## src/rtl/piso_pkg.sv

```systemverilog
// Shared definitions for the PISO serializer and its companion counter.
package piso_pkg;

  typedef enum logic {
    IDLE  = 1'b0,
    SHIFT = 1'b1
  } state_t;

  // Counter width that can hold the values 0..n inclusive.
  function automatic int unsigned cnt_width(input int unsigned n);
    return $clog2(n + 1);
  endfunction

endpackage

```

## src/rtl/bit_down_counter.sv

```systemverilog
// Loadable down counter with zero/one flags; saturates at zero.
module bit_down_counter #(
  parameter int unsigned W = 3
) (
  input  logic         clk,
  input  logic         rst,
  input  logic         load,
  input  logic [W-1:0] value,
  input  logic         dec,
  output logic [W-1:0] cnt,
  output logic         zero,
  output logic         one
);

  always_ff @(posedge clk) begin
    if (rst) begin
      cnt <= '0;
    end else if (load) begin
      cnt <= value;
    end else if (dec && (cnt != '0)) begin
      cnt <= cnt - 1'b1;
    end
  end

  assign zero = (cnt == '0);
  assign one  = (cnt == W'(1));

endmodule

```

## src/rtl/piso_serializer.sv

```systemverilog
// Parallel-in serial-out shifter with READY/LOAD handshake and a DONE pulse
// after the last bit is consumed.
module piso_serializer
  import piso_pkg::*;
#(
  parameter int unsigned N         = 4,
  parameter bit          MSB_FIRST = 1'b1
) (
  input  logic         CLK,
  input  logic         RST,
  input  logic         LOAD,
  input  logic [N-1:0] D,
  input  logic         EN,
  output logic         READY,
  output logic         BUSY,
  output logic         SOUT,
  output logic         DONE
);

  localparam int unsigned CNT_W = cnt_width(N);

  state_t             state;
  logic   [N-1:0]     shreg;
  logic   [CNT_W-1:0] cnt;
  logic               cnt_zero;
  logic               cnt_one;
  logic               accept;
  logic               consume;

  assign accept  = (state == IDLE) && LOAD;
  assign consume = (state == SHIFT) && EN;

  bit_down_counter #(
    .W(CNT_W)
  ) u_cnt (
    .clk  (CLK),
    .rst  (RST),
    .load (accept),
    .value(CNT_W'(N)),
    .dec  (consume),
    .cnt  (cnt),
    .zero (cnt_zero),
    .one  (cnt_one)
  );

  always_ff @(posedge CLK) begin
    if (RST) begin
      state <= IDLE;
      shreg <= '0;
      DONE  <= 1'b0;
    end else begin
      DONE <= 1'b0;
      unique case (state)
        IDLE: begin
          if (LOAD) begin
            shreg <= D;
            state <= SHIFT;
          end
        end
        SHIFT: begin
          if (cnt_zero) begin
            // Unreachable in normal operation; recovers if the counter is ever empty mid-word.
            state <= IDLE;
          end else if (EN) begin
            if (MSB_FIRST) shreg <= {shreg[N-2:0], 1'b0};
            else           shreg <= {1'b0, shreg[N-1:1]};
            if (cnt_one) begin
              state <= IDLE;
              DONE  <= 1'b1;
            end
          end
        end
        default: state <= IDLE;
      endcase
    end
  end

  assign READY = (state == IDLE) && !RST;
  assign BUSY  = (state == SHIFT);
  assign SOUT  = BUSY && (MSB_FIRST ? shreg[N-1] : shreg[0]);

endmodule
```

## config.mk

```make
export PLATFORM = sky130hd
export DESIGN_NAME = piso_serializer
export DESIGN_NICKNAME = d
export VERILOG_FILES = /design/src/rtl/piso_pkg.sv /design/src/rtl/bit_down_counter.sv /design/src/rtl/piso_serializer.sv
export SDC_FILE = /design/constraint.sdc
export NUM_CORES = 1
export LEC_CHECK = 0
export ABC_AREA = 1
export CAP_MARGIN = 20
export CORE_AREA = 2 2 39 41
export CTS_BUF_LIST = sky130_fd_sc_hd__clkbuf_16
export DETAILED_ROUTE_END_ITERATION = 8
export DIE_AREA = 0 0 41 43
export SYNTH_ARGS = -nofsm -noshare
export SYNTH_HDL_FRONTEND = slang
export SYNTH_SLANG_ARGS = --single-unit
```

## constraint.sdc

```tcl
create_clock -name CLK -period 1.7 [get_ports CLK]
set_clock_uncertainty 0.2 [all_clocks]
set_input_delay 0.17 -clock CLK [delete_from_list [all_inputs] [get_ports CLK]]
set_output_delay 0.17 -clock CLK [all_outputs]
set_load 0.01 [all_outputs]
```

==> metrics.md, run 1 <==
| Metric | Value |
|---|---|
| Largest net degree at the start of global routing | 8 |
| Period utilisation layout | 95.2% |
| Maximum VDD drop | 0.502 mV |
| Via-per-instance ratio | 4.50 |
| Hold Violations, Final | 0 |
| Mapped cell area | 505 um2 |
| DIE HEIGHT | 43 um |
| CTS max path bufs | 2 |
| Most common cell in the netlist | nand2_1 |
| Max Fclk | 618 MHz |
| Sink Count | 9 |
| Post-synth ARST share | 0% |
| Final Slew Violations | 0 |
| Port-buffer cells | 11 |
| Area contributors post-synth | dfxtp_1 (36%), nand2_1 (13%), nand2_4 (8.9%) |
| Total number of vias | 459 |
| # diodes | 0 |
| Hold_buf cts | 0 |
| GRT overflow | 0 |
| WL/cell | 9.57 um |
| Die X | 41 um |
| Residual DRC count | 0 |
| Global-route wire length before repair | 1.70 mm |
| CP Capture Type | output port |
| IO Pins | 12 |
| Post-CTS Repair Setup Buffers | 0 |
| Worst skew pair latency | 0.24 ns |
| Total CTS buffers | 3 |
| Top cell types by occurrence after synthesis | nand2_1 (17), nor2_1 (11), dfxtp_1 (9) |
| Total power | 0.738 mW |
| Initial antenna violation count | 0 |
| Setup TNS | 0 ns |
| Clock transition at path regs | 0.04 ns |
| # fillers | 147 |
| Syn_area_per_cell | 7.12 um2 |
| Crit path required time | 1.33 ns |
| CTS tree | done |
| Final setup vio count | 0 |
| DPL Wire Length | 710 um |
| LEAKAGE | 0.346 nW |
| Pre-Repair DR Iteration Count | 4 |
| Fin nets | 98 |
| Post-synth top flop | dfxtp_1 |
| RSZ-0062 raised after global routing | false |
| Vias in the first global route | 436 |
| Clk root buf | clkbuf_16 |
| Relative slew slack | 86.5% |
| Die ar. | 1760 um2 |
| Largest area contributor in the synthesized netlist | dfxtp_1 |
| FP Rows | 14 |
| CP Max Fanout | 6 |
| Pwr/cell area | 1040 nW/um2 |
| Post-synthesis cell type count | 15 |
| Run status | finished, final reports clean |
| Post-synth EDFFs | 0 |
| Area grow syn2layout | 40.8% |
| Total GRT Usage | 14.6% |
| Critical path class | flip-flop to output port |
| Post-route ant nets | 0 |
| Syn Inst Count | 71 |
| Tmin final | 1.62 ns |
| Crit path DAT | 1.25 ns |
| Total Wirelength | 976 um |
| Tightest Pin Transition | 0.203 ns |
| Max-Cap Viols | 0 |
| Register area share after synthesis | 35.6% |
| RD Place Congestion | 0.735 |
| Number of synthesized register bits | 9 |
| Initial Utilization | 36.5% |
| Share of layout cells above drive strength 1 | 16.3% |
| Htree depth | 1 |
| Syn nets | 82 |
| Hold/Removal Path Class | flip-flop to flip-flop |
| Synth warn | 0 |
| Core area | 1380 um2 |
| Iteration-0 DRC Markers | 3 |
| Yosys top cell area share | 35.6% |
| CP startpoint kind | flip-flop |
-- critical path, cell delays in order, from the launching register on --
cell	delay, ns
dfxtp_2	0.39
nand2_1	0.07
inv_1	0.04
clkdlybuf4s50_1	0.52
-- layer usage --
metal,global-route usage (%),vias up,wire length (um)
met4,10.0,0,34
li1,-,252,-
met2,21.3,9,473
met5,0,-,0
met3,6.28,4,58
met1,16.2,194,410
-- path summary, 6_finish.rpt --
kind           startpoint      endpoint  slack [ns]  depth (start not counted)
max                  BUSY          SOUT        0.08                          3
min          u_cnt.cnt[1]  u_cnt.cnt[1]        0.28                          2
max reg2reg  u_cnt.cnt[0]      shreg[2]        0.25                          8
min reg2reg  u_cnt.cnt[1]  u_cnt.cnt[1]        0.28                          2
-- state kept, by name, indices dropped and copies added (netlist names) --
| signal | count |
|---|---|
| BUSY | 1 |
| DONE | 1 |
| shreg | 4 |
| u_cnt.cnt | 3 |
-- cell families after synthesis --
| group | after synthesis | share of synthesized area, % |
|---|---|---|
| flip-flops | 9 | 35.6 |
| adder cells (fa/ha/maj) | 3 | 7.43 |
| AND/OR/NAND/NOR | 39 | 37.1 |
| buffers and inverters | 11 | 9.65 |
| AO/OA/AOI/OAI | 9 | 10.1 |
-- power breakdown --
part	internal (mW)	leakage [nW]	switching (mW)	total, mW
clock	0.307	0.0423	0.103	0.410
sequential	0.226	0.0743	0.00991	0.236
combinational	0.0443	0.229	0.0472	0.0915
-- final cells by class --
type                       count  area, um2  share of cell area [%]
clock buffer                   3       75.1                    10.5
clock inverter                 1       3.75                   0.527
inverter                      10       37.5                    5.27
multi-input combinational     51        277                    38.8
sequential                     9        181                    25.5
tap                           16       20.0                    2.81
timing repair buffer          12        118                    16.5
-- placed cells by master, fill, tap and decap left out --
master           Yosys  layout
nand2_1             17      17
nor2_1              11      11
clkdlybuf4s50_1      0      11
dfxtp_1              9       8
inv_1                7       8
nand3_1              5       5
nand2_4              4       4
o21ai_0              4       4
inv_2                3       3
a21oi_1              3       3
ha_1                 3       3
clkbuf_16            0       3
dfxtp_2              0       1
nand2_2              1       1
or2_1                1       1
a21oi_2              1       1
a22oi_1              1       1
buf_4                0       1
-- per-stage QoR --
| stage | instance area [um2] | hold slack [ns] | setup slack, ns | cells | util [%] |
|---|---|---|---|---|---|
| final | 712 | 0.281 | 0.0813 | 102 | 51.4 |
| after floorplan | 505 | 0.0391 | 0.353 | 71 | - |
| after global routing | 712 | 0.314 | 0.0168 | 102 | 51.4 |
| after detailed placement | 632 | 0.280 | 0.0847 | 98 | 45.7 |
| after global placement | 632 | 0.267 | 0.0986 | 98 | 45.7 |
| after CTS | 712 | 0.286 | 0.0709 | 102 | 51.4 |
-- timing repair --
action / CTS / global route
setup endpoints to repair: 1 / 0
endpoints found under the hold margin: 0 / 0
resized for setup: 1 / 0
No activity file was read; power rests on OpenSTA's default activity.
==> run 2: changes to the inputs <==
- CELL_PAD_IN_SITES_DETAIL_PLACEMENT: default -> 1
- CELL_PAD_IN_SITES_GLOBAL_PLACEMENT: default -> 1
- CORE_AREA: 2 2 39 41 -> default
- CORE_MARGIN: default -> 1.5
- CORE_UTILIZATION: default -> 30
- DIE_AREA: 0 0 41 43 -> default
- PLACE_DENSITY_LB_ADDON: default -> 0.1
==> run 2 against run 1 <==
Net effect: sequential share of layout area is the same; critical path depth is the same; hold slack lost 0.0099 ns; die area grew 10%; worst setup slack gained 0.0014 ns; routed wire length grew 11%; sequential cell count is the same; global-route usage shrank 1.0 points; first-iteration DRC count grew to 3.0 times the previous value; largest power group unchanged.
==> metrics.md, run 2 (synthesis results as in run 1) <==
| Metric | Value |
|---|---|
| Run status | finished, final reports clean |
| Initial antenna violation count | 0 |
| Met2 Track Usage GR | 18.5% |
| CP Capture Type | output port |
| Global-route met1 utilization | 17.8% |
| Pint | 0.578 mW |
| # fillers | 202 |
| Final setup vio count | 0 |
| Pre-Repair DR Iteration Count | 4 |
| HP Start | u_cnt.cnt[1] |
| Total power | 0.744 mW |
| Final Slew Violations | 0 |
| CTS max path bufs | 2 |
| Clock group share of total power | 55.8% |
| CTS tree | done |
| Seq pwr share | 31.7% |
| Combinational group share of total power | 12.5% |
| DPL Wire Length | 789 um |
| Biggest registers after layout | shreg x4, u_cnt.cnt x3 |
| Met3 global-route usage | 3.67% |
| FF-to-FF path depth | 8 |
| Clock transition at path regs | 0.04 ns |
| Global route hottest layer | met2 |
| Htree depth | 1 |
| Iteration-0 DRC Markers | 9 |
| Clk root buf | clkbuf_16 |
| Sw Share | 22.3% |
| Die ar. | 1940 um2 |
| Sink Count | 9 |
| # diodes | 0 |
| Tmin final | 1.62 ns |
| Core area | 1540 um2 |
| Final Util | 46.2% |
| Worst-path cell chain | nand2_1, inv_1, clkdlybuf4s50_1 |
| Hold Violations, Final | 0 |
| Net switching power of the design | 0.166 mW |
| CP max stage delay | 0.52 ns |
| Largest register FFs | 4 |
| Maximum VDD drop | 0.590 mV |
| Total CTS buffers | 3 |
| Largest net degree at the start of global routing | 8 |
| Fin nets | 98 |
| Share of layout cells above drive strength 1 | 16.3% |
| Area grow syn2layout | 40.8% |
| Worst hold slack | 0.271 ns |
| Setup TNS | 0 ns |
| IO Pins | 12 |
| Register Area | 181 um2 |
| Total number of vias | 471 |
| Crit path required time | 1.33 ns |
| Die X | 44.1 um |
| Hold/Removal Path Class | flip-flop to flip-flop |
| Post-CTS Repair Setup Buffers | 0 |
| Multi-input gate area | 277 um2 |
| Hold_buf cts | 0 |
| Critical R2R Launch | u_cnt.cnt[0] |
| DIE HEIGHT | 44.1 um |
| RD Place Congestion | 0.701 |
| LEAKAGE | 0.346 nW |
| FP Rows | 14 |
| Dpl cells | 98 |
| Max-Cap Viols | 0 |
| Global-route wire length before repair | 1.79 mm |
| Pwr/cell area | 1040 nW/um2 |
| Total Wirelength | 1.08 mm |
| Crit path DAT | 1.25 ns |
| Post-CTS sizing | 1 |
| Period utilisation layout | 95.1% |
| FF-to-FF setup slack | 0.20 ns |
| CP startpoint kind | flip-flop |
| Relative slew slack | 85.3% |
| Post-route ant nets | 0 |
| Vias in the first global route | 407 |
| Commonest non-fill, non-tap cell in the layout | nand2_1 |
| Largest register by flop count | shreg |
| Tightest Pin Transition | 0.220 ns |
| Initial Utilization | 32.8% |
| Via-per-instance ratio | 4.62 |
| Critical path class | flip-flop to output port |
| WL/cell | 10.6 um |
| Hold Path Stages | 2 |
| GRT overflow | 0 |
| Most frequent cells in the layout | nand2_1 (17), nor2_1 (11), clkdlybuf4s50_1 (11) |
| Residual DRC count | 0 |
| Hold endpoint | u_cnt.cnt[1] |
| CP Max Fanout | 6 |
| R2r endpoint | shreg[3] |
| Max Fclk | 618 MHz |
| RSZ-0062 raised after global routing | false |
| Total GRT Usage | 13.6% |
| Slowest stage cell, crit path | clkdlybuf4s50_1 |
| Post-Layout Cell Count | 102 |
| Worst skew pair latency | 0.24 ns |
| Port-buffer cells | 11 |
==> run 2: metrics by stage <==
stage                     worst slack [ns]  instance area (um2)
after global placement               0.103                  632
final                               0.0826                  712
after global routing                0.0219                  712
after CTS                           0.0640                  712
after detailed placement            0.0898                  632
after floorplan                      0.353                  505
==> run 2: layer usage <==
layer / wire length, um / vias up
li1: - / 250
met1: 551 / 204
met2: 446 / 12
met3: 47 / 5
met4: 35 / 0
met5: 0 / -
==> run 2: worst max path at each step <==
stage / start / end / slack, ns
3_5_place_dp: RST / READY / 0.09
2_1_floorplan: u_cnt.cnt[0] / u_cnt.cnt[1] / 0.35
5_1_grt: BUSY / SOUT / 0.02
3_3_place_gp: RST / READY / 0.10
6_report: BUSY / SOUT / 0.08
4_1_cts: BUSY / SOUT / 0.06
==> run 2: power by group through the flow <==
stage	sequential (mW)	clock, mW	combinational, mW
global route	0.237	0.440	0.104
finish	0.235	0.415	0.0931
detailed placement	0.239	0	0.0936
CTS	0.235	0.431	0.0945
floorplan	0.236	0	0.0592
global placement	0.238	0	0.0931
==> run 2: critical path, delay by kind of cell, from the launching register on <==
family / cells / cell delay [ns]
AND/OR/NAND/NOR: 1 / 0.07
buffers and inverters: 2 / 0.56
flip-flops: 1 / 0.38
==> run 2: cell type report <==
type / count / share of cell area (%)
tap: 16 / 2.81
clock inverter: 1 / 0.527
inverter: 10 / 5.27
multi-input combinational: 51 / 38.8
timing repair buffer: 12 / 16.5
sequential: 9 / 25.5
clock buffer: 3 / 10.5
